$ cat config.mk
export PLATFORM = sky130hd
export DESIGN_NAME = conv_window_sequencer_flat
export DESIGN_NICKNAME = d
export VERILOG_FILES = /design/src/rtl/conv_window_sequencer_pkg.sv /design/src/rtl/conv_window_sequencer_if.sv /design/src/rtl/conv_window_sequencer_addr_gen.sv /design/src/rtl/conv_window_sequencer.sv /design/src/flat_wrapper.sv
export SDC_FILE = /design/constraint.sdc
export NUM_CORES = 1
export LEC_CHECK = 0
export BUFFER_PORTS_ARGS = -buffer_cell sky130_fd_sc_hd__buf_2
export CAP_MARGIN = 20
export CORE_ASPECT_RATIO = 0.6
export CORE_MARGIN = 2
export CORE_UTILIZATION = 40
export DETAILED_ROUTE_END_ITERATION = 10
export PLACE_DENSITY_LB_ADDON = 0.2
export SLEW_MARGIN = 40
export SYNTH_ARGS = -nofsm -noshare
export SYNTH_HDL_FRONTEND = slang
export SYNTH_HIERARCHICAL = 1
export SYNTH_SLANG_ARGS = --single-unit
$ cat constraint.sdc
create_clock -name clk -period 2.8 [get_ports clk]
set_clock_uncertainty 0.1 [all_clocks]
set_input_delay 0.14 -clock clk [delete_from_list [all_inputs] [get_ports clk]]
set_output_delay 0.14 -clock clk [all_outputs]
set_load 0.05 [all_outputs]
$ cat src/rtl/conv_window_sequencer_pkg.sv
// Package conv_pkg: shared definitions for the convolution window sequencer.
//   conv_state_t  - sequencer FSM state encoding
//   ALU_OP_*      - ALUControl codes driven on alu_ctrl
//   LANE_*        - byte lane of each window pixel inside the packed ALU A operand
//   set_lane      - replaces one byte lane of a packed 32-bit window word
package conv_pkg;

  typedef enum logic [2:0] {
    S_IDLE,
    S_FETCH,
    S_CAPTURE,
    S_EXEC,
    S_OUT,
    S_DONE
  } conv_state_t;

  localparam logic [2:0] ALU_OP_CONV = 3'b111;
  localparam logic [2:0] ALU_OP_ADD  = 3'b000;

  // Lane index equals the fetch index k: k[0] selects column, k[1] selects row.
  localparam logic [1:0] LANE_P00 = 2'd0;  // p(r,c)
  localparam logic [1:0] LANE_P01 = 2'd1;  // p(r,c+1)
  localparam logic [1:0] LANE_P10 = 2'd2;  // p(r+1,c)
  localparam logic [1:0] LANE_P11 = 2'd3;  // p(r+1,c+1)

  function automatic logic [31:0] set_lane(input logic [31:0] word,
                                           input logic [1:0]  lane,
                                           input logic [7:0]  value);
    logic [31:0] res;
    res = word;
    res[{lane, 3'b000} +: 8] = value;
    return res;
  endfunction

endpackage

$ cat src/rtl/conv_window_sequencer_if.sv
// Result stream interface of the convolution window sequencer.
//   out_valid  - result available (master)
//   out_ready  - downstream accept (slave)
//   out_data   - window result
//   out_row    - window row r
//   out_col    - window column c
interface conv_window_sequencer_if;
  logic        out_valid;
  logic        out_ready;
  logic [31:0] out_data;
  logic [7:0]  out_row;
  logic [7:0]  out_col;

  modport master (output out_valid, out_data, out_row, out_col, input out_ready);
  modport slave  (input out_valid, out_data, out_row, out_col, output out_ready);
endinterface

$ cat src/rtl/conv_window_sequencer_addr_gen.sv
// conv_window_addr_gen: window position counters and image read address.
//   clk, rst   - clock, asynchronous active-low reset
//   clear      - restart at window (0,0)
//   advance    - step to the next window in raster order
//   k          - fetch index within the 2x2 window
//   row, col   - current window origin
//   last       - current window is (IMG_H-2, IMG_W-2)
//   raddr      - BASE_ADDR + (row+k[1])*IMG_W + col + k[0]
module conv_window_addr_gen #(
  parameter int IMG_W     = 8,
  parameter int IMG_H     = 8,
  parameter int ADDR_W    = 10,
  parameter int BASE_ADDR = 0
) (
  input  logic              clk,
  input  logic              rst,
  input  logic              clear,
  input  logic              advance,
  input  logic [1:0]        k,
  output logic [7:0]        row,
  output logic [7:0]        col,
  output logic              last,
  output logic [ADDR_W-1:0] raddr
);

  localparam logic [7:0] COL_LAST = 8'(IMG_W - 2);
  localparam logic [7:0] ROW_LAST = 8'(IMG_H - 2);

  logic [ADDR_W-1:0] pix_row;

  always_ff @(posedge clk or negedge rst) begin
    if (!rst) begin
      row <= '0;
      col <= '0;
    end else if (clear) begin
      row <= '0;
      col <= '0;
    end else if (advance) begin
      if (col == COL_LAST) begin
        col <= '0;
        row <= row + 8'd1;
      end else begin
        col <= col + 8'd1;
      end
    end
  end

  assign last = (row == ROW_LAST) && (col == COL_LAST);

  always_comb begin
    pix_row = ADDR_W'(row) + ADDR_W'(k[1]);
    raddr   = ADDR_W'(BASE_ADDR) + pix_row * ADDR_W'(IMG_W)
            + ADDR_W'(col) + ADDR_W'(k[0]);
  end

endmodule

$ cat src/rtl/conv_window_sequencer.sv
// conv_window_sequencer: issue side of the ALU convolution op. Walks the image
// with a 2x2 window, packs each window into alu_a, presents the latched kernel
// on alu_b, captures alu_result and streams it out with its (row,col).
//   clk, rst            - clock, asynchronous active-low reset
//   start, kernel       - begin a pass (IDLE only), 4 x int8 weights
//   busy, done          - pass in progress, one-cycle completion pulse
//   mem_ren/raddr/rdata - image byte read port, 1-cycle read latency
//   alu_a/b/ctrl/result - ALU operand, op code and combinational result
//   out                 - result stream (conv_window_sequencer_if.master)
// Build option: define CONV_RELU_EN to clamp negative results to zero.
module conv_window_sequencer
  import conv_pkg::*;
#(
  parameter int IMG_W     = 8,
  parameter int IMG_H     = 8,
  parameter int ADDR_W    = 10,
  parameter int BASE_ADDR = 0
) (
  input  logic                    clk,
  input  logic                    rst,
  input  logic                    start,
  input  logic [31:0]             kernel,
  output logic                    busy,
  output logic                    done,
  output logic                    mem_ren,
  output logic [ADDR_W-1:0]       mem_raddr,
  input  logic [7:0]              mem_rdata,
  output logic [31:0]             alu_a,
  output logic [31:0]             alu_b,
  output logic [2:0]              alu_ctrl,
  input  logic [31:0]             alu_result,
  conv_window_sequencer_if.master out
);

  conv_state_t       state;
  logic [1:0]        k;
  logic [31:0]       window;
  logic [31:0]       kernel_q;
  logic [31:0]       out_data_q;
  logic [7:0]        out_row_q;
  logic [7:0]        out_col_q;
  logic              out_valid_q;
  logic [31:0]       captured;
  logic [7:0]        row;
  logic [7:0]        col;
  logic              last;
  logic [ADDR_W-1:0] raddr;
  logic              clear;
  logic              advance;

  assign clear   = (state == S_IDLE) && start;
  // The last window is not advanced past, so r/c stay inside the image.
  assign advance = (state == S_OUT) && out.out_ready && !last;

  conv_window_addr_gen #(
    .IMG_W     (IMG_W),
    .IMG_H     (IMG_H),
    .ADDR_W    (ADDR_W),
    .BASE_ADDR (BASE_ADDR)
  ) u_addr_gen (
    .clk     (clk),
    .rst     (rst),
    .clear   (clear),
    .advance (advance),
    .k       (k),
    .row     (row),
    .col     (col),
    .last    (last),
    .raddr   (raddr)
  );

`ifdef CONV_RELU_EN
  assign captured = alu_result[31] ? '0 : alu_result;
`else
  assign captured = alu_result;
`endif

  always_ff @(posedge clk or negedge rst) begin
    if (!rst) begin
      state       <= S_IDLE;
      k           <= '0;
      window      <= '0;
      kernel_q    <= '0;
      out_data_q  <= '0;
      out_row_q   <= '0;
      out_col_q   <= '0;
      out_valid_q <= 1'b0;
      busy        <= 1'b0;
      done        <= 1'b0;
      mem_ren     <= 1'b0;
      alu_ctrl    <= ALU_OP_ADD;
    end else begin
      case (state)
        S_IDLE: begin
          if (start) begin
            kernel_q <= kernel;
            busy     <= 1'b1;
            k        <= '0;
            mem_ren  <= 1'b1;
            state    <= S_FETCH;
          end
        end
        S_FETCH: begin
          // Read data returns one cycle late, so fetch k lands byte k-1.
          if (k != 2'd0) window <= set_lane(window, k - 2'd1, mem_rdata);
          if (k == 2'd3) begin
            mem_ren <= 1'b0;
            state   <= S_CAPTURE;
          end else begin
            k <= k + 2'd1;
          end
        end
        S_CAPTURE: begin
          window   <= set_lane(window, LANE_P11, mem_rdata);
          alu_ctrl <= ALU_OP_CONV;
          state    <= S_EXEC;
        end
        S_EXEC: begin
          out_data_q  <= captured;
          out_row_q   <= row;
          out_col_q   <= col;
          alu_ctrl    <= ALU_OP_ADD;
          out_valid_q <= 1'b1;
          state       <= S_OUT;
        end
        S_OUT: begin
          if (out.out_ready) begin
            out_valid_q <= 1'b0;
            if (last) begin
              busy  <= 1'b0;
              done  <= 1'b1;
              state <= S_DONE;
            end else begin
              k       <= '0;
              mem_ren <= 1'b1;
              state   <= S_FETCH;
            end
          end
        end
        S_DONE: begin
          done  <= 1'b0;
          state <= S_IDLE;
        end
        default: state <= S_IDLE;
      endcase
    end
  end

  assign mem_raddr     = mem_ren ? raddr : '0;
  assign alu_a         = window;
  assign alu_b         = kernel_q;
  assign out.out_valid = out_valid_q;
  assign out.out_data  = out_data_q;
  assign out.out_row   = out_row_q;
  assign out.out_col   = out_col_q;

endmodule

$ cat src/flat_wrapper.sv
// flat-port wrapper written by rule: the top's interface ports become plain ports
module conv_window_sequencer_flat import conv_pkg::*;
#(
  parameter int IMG_W     = 8,
  parameter int IMG_H     = 8,
  parameter int ADDR_W    = 10,
  parameter int BASE_ADDR = 0
)
  (clk, rst, start, kernel, busy, done, mem_ren, mem_raddr, mem_rdata, alu_a, alu_b, alu_ctrl, alu_result, out_out_valid, out_out_data, out_out_row, out_out_col, out_out_ready);
  conv_window_sequencer_if out_i ();
  input  logic clk;
  input  logic rst;
  input  logic start;
  input  logic [31:0] kernel;
  output logic busy;
  output logic done;
  output logic mem_ren;
  output logic [ADDR_W-1:0] mem_raddr;
  input  logic [7:0] mem_rdata;
  output logic [31:0] alu_a;
  output logic [31:0] alu_b;
  output logic [2:0] alu_ctrl;
  input  logic [31:0] alu_result;
  output wire logic [$bits(out_i.out_valid)-1:0] out_out_valid;
  output wire logic [$bits(out_i.out_data)-1:0] out_out_data;
  output wire logic [$bits(out_i.out_row)-1:0] out_out_row;
  output wire logic [$bits(out_i.out_col)-1:0] out_out_col;
  input wire logic [$bits(out_i.out_ready)-1:0] out_out_ready;
  assign out_out_valid = out_i.out_valid;
  assign out_out_data = out_i.out_data;
  assign out_out_row = out_i.out_row;
  assign out_out_col = out_i.out_col;
  assign out_i.out_ready = out_out_ready;
  conv_window_sequencer #(.IMG_W(IMG_W), .IMG_H(IMG_H), .ADDR_W(ADDR_W), .BASE_ADDR(BASE_ADDR)) u_core (.clk(clk), .rst(rst), .start(start), .kernel(kernel), .busy(busy), .done(done), .mem_ren(mem_ren), .mem_raddr(mem_raddr), .mem_rdata(mem_rdata), .alu_a(alu_a), .alu_b(alu_b), .alu_ctrl(alu_ctrl), .alu_result(alu_result), .out(out_i));
endmodule
==> results of run 1 <==
## layout make-up
type	instances	area [um2]	area share
sequential	138	3456	0.3820
multi-input combinational	309	2744	0.3033
timing repair buffer	302	1991	0.2200
clock buffer	18	429.2	0.04743
tap	203	254.0	0.02807
clock inverter	13	143.9	0.01590
inverter	8	30.03	0.003319
## critical path, stage by stage (launching register included)
cell	delay (ps)
sky130_fd_sc_hd__dfrtp_1	410
sky130_fd_sc_hd__ha_4	200
sky130_fd_sc_hd__ha_4	170
sky130_fd_sc_hd__xor2_1	140
sky130_fd_sc_hd__ha_2	360
sky130_fd_sc_hd__nor2_1	50
sky130_fd_sc_hd__a211oi_2	220
sky130_fd_sc_hd__a21o_1	200
sky130_fd_sc_hd__a21oi_2	70
sky130_fd_sc_hd__xnor2_1	110
sky130_fd_sc_hd__and2_1	170
sky130_fd_sc_hd__buf_6	150
## power breakdown
part / switching (mW) / internal, mW
registers: 0.441 / 2.69
clock network: 0.880 / 1.31
logic: 3.72 / 1.41
## registers in the layout, indices dropped and copies added, names as in the netlist
register,cells
u_core/alu_a,32
u_core/alu_b,32
u_core/out.out_data,32
u_core/out.out_col,8
u_core/out.out_row,8
u_core/u_addr_gen/col,8
u_core/u_addr_gen/row,8
u_core/state,3
u_core/k,2
u_core/alu_ctrl,1
u_core/busy,1
u_core/done,1
u_core/mem_ren,1
u_core/out.out_valid,1
## cell usage after synthesis (3+ instances only)
library cell / n / share of area
sky130_fd_sc_hd__inv_1: 7 / 0.0042
sky130_fd_sc_hd__ha_1: 19 / 0.038
sky130_fd_sc_hd__dfrtp_1: 138 / 0.55
sky130_fd_sc_hd__xnor2_1: 10 / 0.014
sky130_fd_sc_hd__nand2b_1: 3 / 0.0030
sky130_fd_sc_hd__nor3_1: 4 / 0.0032
sky130_fd_sc_hd__nor4b_4: 3 / 0.011
sky130_fd_sc_hd__clkbuf_1: 5 / 0.0030
sky130_fd_sc_hd__nand4_1: 4 / 0.0040
sky130_fd_sc_hd__buf_2: 12 / 0.0096
sky130_fd_sc_hd__o21ai_0: 6 / 0.0048
sky130_fd_sc_hd__nand2_1: 18 / 0.011
sky130_fd_sc_hd__mux2_1: 88 / 0.16
sky130_fd_sc_hd__xor2_1: 11 / 0.015
sky130_fd_sc_hd__a22o_1: 8 / 0.011
sky130_fd_sc_hd__or3_1: 3 / 0.0030
sky130_fd_sc_hd__nor2_1: 24 / 0.014
sky130_fd_sc_hd__o2bb2ai_1: 17 / 0.024
sky130_fd_sc_hd__buf_4: 4 / 0.0048
sky130_fd_sc_hd__nand3_1: 26 / 0.021
sky130_fd_sc_hd__and2_1: 11 / 0.011
sky130_fd_sc_hd__a21oi_1: 13 / 0.010
## worst paths after layout
path	end	startpoint	cells past startpoint	slack (ps)
setup / recovery	mem_raddr[8]	u_core/u_addr_gen/row[0]	11	-80
max in group asynchronous	u_core/u_addr_gen/row[2]	rst	3	1550
min in group asynchronous	u_core/out.out_row[1]	rst	2	100
setup reg to reg	u_core/u_addr_gen/row[3]	u_core/u_addr_gen/col[0]	11	160
hold reg to reg	u_core/alu_a[28]	u_core/alu_a[28]	1	380
hold / removal	u_core/done	out_out_ready	3	10
## per-stage QoR
step	std cells	worst slack, ps	setup TNS (ps)
final	991	-83.07	-114.5
after global placement	880	152.4	0
after global routing	991	-240.8	-500.2
after floorplan	480	147.7	0
after detailed placement	880	64.05	0
after CTS	988	-49.36	-83.83
## routing by layer
layer | routed length [um] | GRT usage
met1 | 7891 | 0.2886
met2 | 7942 | 0.3304
met3 | 1119 | 0.04813
met4 | 109 | 0.04883
met5 | 0 | 0
## layout by cell type, fill, tap and decap left out, types with 4 or more instances in the layout
cell type / Yosys / layout
sky130_fd_sc_hd__ha_4: 0 / 4
sky130_fd_sc_hd__o21ai_0: 6 / 5
sky130_fd_sc_hd__nor2_1: 24 / 23
sky130_fd_sc_hd__xnor2_1: 10 / 8
sky130_fd_sc_hd__dfrtp_1: 138 / 136
sky130_fd_sc_hd__clkbuf_16: 0 / 17
sky130_fd_sc_hd__nand3_1: 26 / 23
sky130_fd_sc_hd__buf_2: 12 / 199
sky130_fd_sc_hd__dlygate4sd3_1: 0 / 74
sky130_fd_sc_hd__nand4_1: 4 / 4
sky130_fd_sc_hd__mux2_1: 88 / 88
sky130_fd_sc_hd__ha_1: 19 / 14
sky130_fd_sc_hd__xor2_1: 11 / 11
sky130_fd_sc_hd__a22o_1: 8 / 8
sky130_fd_sc_hd__and2_1: 11 / 11
sky130_fd_sc_hd__buf_4: 4 / 24
sky130_fd_sc_hd__o2bb2ai_1: 17 / 17
sky130_fd_sc_hd__nand2_1: 18 / 17
sky130_fd_sc_hd__a21oi_1: 13 / 10
sky130_fd_sc_hd__inv_1: 7 / 7
sky130_fd_sc_hd__clkinvlp_4: 0 / 4
## cells by family (layout without fill, tap and decap cells)
kind of cell             after synthesis  count (layout)  synth area share
adder cells (fa/ha/maj)               19              19           0.03814
flip-flops                           138             138            0.5540
XOR/XNOR                              21              21           0.02951
multiplexers                          91              91            0.1642
buffers and inverters                 33             341           0.03031
AO/OA/AOI/OAI                         65              65           0.07607
AND/OR/NAND/NOR                      113             113            0.1078
## repair_timing
action,4_1_cts,5_1_grt
endpoints found under the hold margin,195,0
setup buffers,3,3
cloned,0,0
pin swaps,8,9
hold buffers,74,0
setup endpoints to repair,5,11
resized for setup,17,20
==> flow_results.xml, run 1 <==
<?xml version="1.0" encoding="UTF-8"?>
<metrics>
  <group name="global_route">
    <metric name="antenna_found_initial" unit="">0</metric>
    <metric name="grt_first_pass_wirelength" unit="mm">26.39</metric>
    <metric name="grt_max_degree" unit="">58</metric>
    <metric name="groute.usage.overall" unit="">0.2071</metric>
    <metric name="first_global_vias" unit="">4960</metric>
    <metric name="grt_overflow" unit="">0</metric>
  </group>
  <group name="synthesis">
    <metric name="synth.yosys.seq_area_share" unit="">0.5540</metric>
    <metric name="share_of_flip_flops_with_an_asynchronous_set_or_reset" unit="">1.000</metric>
    <metric name="synthesis.instances" unit="">480</metric>
    <metric name="synth_warnings" unit="">6</metric>
    <metric name="synthesis.area_per_instance" unit="um2">12.99</metric>
    <metric name="synth_area" unit="mm2">0.006233</metric>
    <metric name="synthFlopType" unit="">sky130_fd_sc_hd__dfrtp_1</metric>
    <metric name="synth_seq_cells" unit="">138</metric>
    <metric name="synth_enable_flop_cells" unit="">0</metric>
    <metric name="postSynthNetCount" unit="">575</metric>
    <metric name="synth_cell_type_count" unit="">53</metric>
  </group>
  <group name="floorplanning">
    <metric name="die-width" unit="um">165.2</metric>
    <metric name="num_io_pins" unit="">205</metric>
    <metric name="placeableCoreArea" unit="mm2">0.01528</metric>
    <metric name="die_outline_area" unit="mm2">0.01663</metric>
    <metric name="start_util" unit="">0.4079</metric>
    <metric name="dieHeight" unit="um">100.7</metric>
    <metric name="placement_rows" unit="">35</metric>
  </group>
  <group name="cells_and_area">
    <metric name="antenna_cells" unit="">0</metric>
    <metric name="finalInstanceArea" unit="mm2">0.009047</metric>
    <metric name="final_core_utilization" unit="">0.5920</metric>
    <metric name="area_growth_syn_to_layout" unit="%">45.14</metric>
    <metric name="final_net_count" unit="">871</metric>
    <metric name="nFillCells" unit="">1207</metric>
    <metric name="fraction_of_final_layout_cells_with_drive_strength_greater_than_1" unit="">0.3744</metric>
  </group>
  <group name="timing">
    <metric name="worst_slew_pin_slew" unit="ps">640.0</metric>
    <metric name="final.period_utilization" unit="">1.030</metric>
    <metric name="whs" unit="ps">14.30</metric>
    <metric name="final-hold-violation-count" unit="">0</metric>
    <metric name="final-setup-viol-count" unit="">2</metric>
    <metric name="period_needed" unit="ps">2883</metric>
    <metric name="achievable-frequency" unit="MHz">346.9</metric>
    <metric name="rsz0062_at_grt" unit="">true</metric>
    <metric name="slew_viol_final" unit="">0</metric>
    <metric name="max-slew-margin-rel" unit="">0.5714</metric>
    <metric name="postLayoutSetupSlackWorst" unit="ps">-83.07</metric>
  </group>
  <group name="placement">
    <metric name="dp_hpwl" unit="mm">11.86</metric>
    <metric name="globalplace.congestion" unit="">0.7827</metric>
    <metric name="post_dp_cell_area" unit="mm2">0.007521</metric>
    <metric name="port_buffers" unit="">204</metric>
  </group>
  <group name="detailed_routing">
    <metric name="route.detailed.drc" unit="">0</metric>
    <metric name="vias" unit="">5011</metric>
    <metric name="routed_wire_length_per_instance" unit="um">17.22</metric>
    <metric name="ant_nets" unit="">0</metric>
    <metric name="drtIter0Drc" unit="">236</metric>
    <metric name="drt-total-wl" unit="mm">17.06</metric>
    <metric name="drt_pre_antenna_iters" unit="">4</metric>
    <metric name="routed_via_density" unit="">5.057</metric>
  </group>
  <group name="cts">
    <metric name="numCtsBuffers" unit="">17</metric>
    <metric name="cts_max_path_buffers" unit="">2</metric>
    <metric name="path_clk_slew" unit="ps">60</metric>
    <metric name="clock_tree.root_cell" unit="">sky130_fd_sc_hd__clkbuf_16</metric>
    <metric name="tritoncts" unit="">done</metric>
    <metric name="sink_count_of_the_clock_tree" unit="">138</metric>
    <metric name="clock_insertion_delay_worst_skew" unit="ps">410</metric>
    <metric name="ctsHtreeMaxLevel" unit="">4</metric>
  </group>
  <group name="critical_path">
    <metric name="crit_path_start_kind" unit="">flop</metric>
    <metric name="critical_path_arrival" unit="ps">2640</metric>
    <metric name="timing.critical_path.to_type" unit="">primary output</metric>
    <metric name="critPathRequiredTime" unit="ps">2560</metric>
    <metric name="path_max_fanout" unit="">3</metric>
    <metric name="critical_path_class" unit="">reg2out</metric>
  </group>
  <group name="power">
    <metric name="total_power" unit="mW">10.46</metric>
    <metric name="leakage" unit="nW">4.389</metric>
    <metric name="vdd_ir_drop_max" unit="V">0.0008395</metric>
    <metric name="power.density" unit="mW/mm2">1156</metric>
  </group>
  <group name="worst_hold_path">
    <metric name="worstHoldPathType" unit="">in2reg</metric>
  </group>
  <group name="run">
    <metric name="maxCapViolations" unit="">0</metric>
  </group>
  <group name="outcome">
    <metric name="outcome" unit="">finished, violations left</metric>
    <metric name="failed_checks" unit="">negative setup slack</metric>
  </group>
</metrics>
Note: power is estimated with default switching activity, not from simulation.
==> run 2, diff against run 1 <==
--- a/config.mk
+++ b/config.mk
@@ -12,6 +12,7 @@
 export CORE_UTILIZATION = 40
 export DETAILED_ROUTE_END_ITERATION = 10
 export PLACE_DENSITY_LB_ADDON = 0.2
+export RECOVER_POWER = 100
 export SLEW_MARGIN = 40
 export SYNTH_ARGS = -nofsm -noshare
 export SYNTH_HDL_FRONTEND = slang
==> flow_results.xml, run 2 (synthesis gave the netlist of run 1 again) <==
<?xml version="1.0" encoding="UTF-8"?>
<metrics>
  <group name="detailed_routing">
    <metric name="wl_met1" unit="mm">8.117</metric>
    <metric name="detailroute.wirelength.met3" unit="mm">1.057</metric>
    <metric name="routed_wire_length_per_instance" unit="um">17.33</metric>
    <metric name="wl_met2" unit="mm">7.911</metric>
    <metric name="ant_nets" unit="">0</metric>
    <metric name="drt-total-wl" unit="mm">17.17</metric>
    <metric name="routed_via_density" unit="">5.037</metric>
    <metric name="highest-signal-layer" unit="">met4</metric>
    <metric name="vias" unit="">4992</metric>
    <metric name="drtIter0Drc" unit="">221</metric>
    <metric name="route.detailed.drc" unit="">0</metric>
    <metric name="drt_pre_antenna_iters" unit="">6</metric>
  </group>
  <group name="power">
    <metric name="vdd_ir_drop_max" unit="V">0.0007926</metric>
    <metric name="total_power" unit="mW">10.29</metric>
    <metric name="clockPowerShare" unit="">0.213</metric>
    <metric name="power.net_switching" unit="mW">5.067</metric>
    <metric name="leakage" unit="nW">3.986</metric>
    <metric name="power.density" unit="mW/mm2">1158</metric>
    <metric name="power_report.internal_total" unit="mW">5.222</metric>
    <metric name="swShare" unit="">0.4924</metric>
    <metric name="share_seq_of_total_power" unit="">0.307</metric>
    <metric name="share_comb_of_total_power" unit="">0.480</metric>
  </group>
  <group name="critical_path">
    <metric name="critical_path_class" unit="">reg2out</metric>
    <metric name="crit_path_start_kind" unit="">flop</metric>
    <metric name="count_of_cells_along_the_worst_register_to_register_path" unit="">11</metric>
    <metric name="timing.critical_path.to_type" unit="">primary output</metric>
    <metric name="critPathRequiredTime" unit="ps">2560</metric>
    <metric name="worstReg2RegStart" unit="">u_core/u_addr_gen/col[0]</metric>
    <metric name="path_max_fanout" unit="">3</metric>
    <metric name="critical_path_arrival" unit="ps">2660</metric>
    <metric name="crit_path_start" unit="">u_core/u_addr_gen/row[0]</metric>
  </group>
  <group name="placement">
    <metric name="post_dp_cell_area" unit="mm2">0.007521</metric>
    <metric name="pre_cts_ws" unit="ps">64.05</metric>
    <metric name="globalplace.congestion" unit="">0.7827</metric>
    <metric name="dp_hpwl" unit="mm">11.86</metric>
    <metric name="port_buffers" unit="">204</metric>
  </group>
  <group name="global_route">
    <metric name="groute.usage.overall" unit="">0.2071</metric>
    <metric name="grt_max_degree" unit="">58</metric>
    <metric name="antenna_found_initial" unit="">0</metric>
    <metric name="grt_overflow" unit="">0</metric>
    <metric name="first_global_vias" unit="">4960</metric>
    <metric name="grt_first_pass_wirelength" unit="mm">26.39</metric>
  </group>
  <group name="cells_and_area">
    <metric name="final_core_utilization" unit="">0.5813</metric>
    <metric name="finalInstanceArea" unit="mm2">0.008885</metric>
    <metric name="final_net_count" unit="">871</metric>
    <metric name="antenna_cells" unit="">0</metric>
    <metric name="fraction_of_final_layout_cells_with_drive_strength_greater_than_1" unit="">0.2221</metric>
    <metric name="nFillCells" unit="">1282</metric>
    <metric name="area_growth_syn_to_layout" unit="%">42.53</metric>
    <metric name="seqCellArea" unit="mm2">0.003456</metric>
    <metric name="layout.cells.most_common" unit="">sky130_fd_sc_hd__dfrtp_1</metric>
    <metric name="multi_input_area" unit="mm2">0.002744</metric>
    <metric name="layout_common_cells" unit="">sky130_fd_sc_hd__dfrtp_1 (136), sky130_fd_sc_hd__clkbuf_1 (120), sky130_fd_sc_hd__mux2_1 (88)</metric>
  </group>
  <group name="timing">
    <metric name="slew_viol_final" unit="">43</metric>
    <metric name="whs" unit="ps">15.66</metric>
    <metric name="period_needed" unit="ps">2897</metric>
    <metric name="rsz0062_at_grt" unit="">true</metric>
    <metric name="achievable-frequency" unit="MHz">345.2</metric>
    <metric name="final-setup-viol-count" unit="">2</metric>
    <metric name="final-hold-violation-count" unit="">0</metric>
    <metric name="max-slew-margin-rel" unit="">-0.2023</metric>
    <metric name="postLayoutSetupSlackWorst" unit="ps">-96.62</metric>
    <metric name="final.period_utilization" unit="">1.035</metric>
    <metric name="worst_slew_pin_slew" unit="ps">1803</metric>
  </group>
  <group name="run">
    <metric name="maxCapViolations" unit="">1</metric>
  </group>
  <group name="floorplanning">
    <metric name="start_util" unit="">0.4079</metric>
    <metric name="die-width" unit="um">165.2</metric>
    <metric name="placement_rows" unit="">35</metric>
    <metric name="num_io_pins" unit="">205</metric>
    <metric name="placeableCoreArea" unit="mm2">0.01528</metric>
    <metric name="die_outline_area" unit="mm2">0.01663</metric>
    <metric name="dieHeight" unit="um">100.7</metric>
  </group>
  <group name="worst_hold_path">
    <metric name="hold_path_depth" unit="">3</metric>
    <metric name="hp-start" unit="">out_out_ready</metric>
    <metric name="worstHoldPathType" unit="">in2reg</metric>
  </group>
  <group name="cts">
    <metric name="path_clk_slew" unit="ps">60</metric>
    <metric name="cts_max_path_buffers" unit="">2</metric>
    <metric name="sink_count_of_the_clock_tree" unit="">138</metric>
    <metric name="numCtsBuffers" unit="">17</metric>
    <metric name="clock_insertion_delay_worst_skew" unit="ps">410</metric>
    <metric name="ctsHtreeMaxLevel" unit="">4</metric>
    <metric name="clock_tree.root_cell" unit="">sky130_fd_sc_hd__clkbuf_16</metric>
    <metric name="tritoncts" unit="">done</metric>
  </group>
  <group name="outcome">
    <metric name="failed_checks" unit="">max-capacitance violations, max-slew violations, negative setup slack</metric>
    <metric name="outcome" unit="">finished, violations left</metric>
  </group>
</metrics>
-- run 2: critical path, cell delays in order, from the launching register on --
cell and delay, ps:
sky130_fd_sc_hd__dfrtp_1 410, sky130_fd_sc_hd__ha_4 200, sky130_fd_sc_hd__ha_4 170, sky130_fd_sc_hd__xor2_1 140
sky130_fd_sc_hd__ha_2 360, sky130_fd_sc_hd__nor2_1 50, sky130_fd_sc_hd__a211oi_2 230, sky130_fd_sc_hd__a21o_1 200
sky130_fd_sc_hd__a21oi_2 70, sky130_fd_sc_hd__xnor2_1 110, sky130_fd_sc_hd__and2_1 170, sky130_fd_sc_hd__buf_6 150
-- run 2: layer usage --
layer / vias up / global-route usage
met4: 0 / 0.04883
met3: 8 / 0.04813
met2: 163 / 0.3304
met5: - / 0
met1: 2489 / 0.2886
li1: 2332 / -
-- run 2: area by class of cell --
cell class | instances | share of cell area
Clock buffer | 18 | 0.04830
Inverter | 8 | 0.003380
Tap cell | 203 | 0.02859
Clock inverter | 13 | 0.01619
Timing Repair Buffer | 302 | 0.2057
Multi-Input combinational cell | 309 | 0.3088
Sequential cell | 138 | 0.3890
-- run 2: what timing repair did --
| action | CTS | global route |
|---|---|---|
| hold buffers | 74 | 0 |
| hold endpoints to repair | 195 | 0 |
| setup buffers | 3 | 3 |
| resized for setup | 17 | 20 |
| pin swaps | 8 | 9 |
| endpoints found under the setup margin | 5 | 11 |
-- run 2: metrics by stage --
stage,setup TNS (ps),instances
floorplan,0,480
global placement,0,880
detailed placement,0,880
CTS,-83.83,988
global route,-849.9,991
finish,-130.4,991
-- run 2: final timing paths --
| path | end | slack (ps) |
|---|---|---|
| setup / recovery | mem_raddr[8] | -100 |
| hold / removal | u_core/done | 20 |
| setup reg to reg | u_core/u_addr_gen/row[3] | 120 |
| hold reg to reg | u_core/alu_b[24] | 390 |
| max in group asynchronous | u_core/u_addr_gen/row[2] | 370 |
| min in group asynchronous | u_core/out.out_row[4] | 790 |
-- run 2: power groups by stage --
stage / Combinational, mW / Sequential (mW) / Clock [mW]
after floorplan: 1.57 / 5.34 / 0
after global placement: 4.97 / 3.09 / 0
after detailed placement: 5.04 / 3.14 / 0
after CTS: 5.15 / 3.12 / 2.25
after global routing: 5.22 / 3.25 / 2.34
final: 4.94 / 3.16 / 2.19
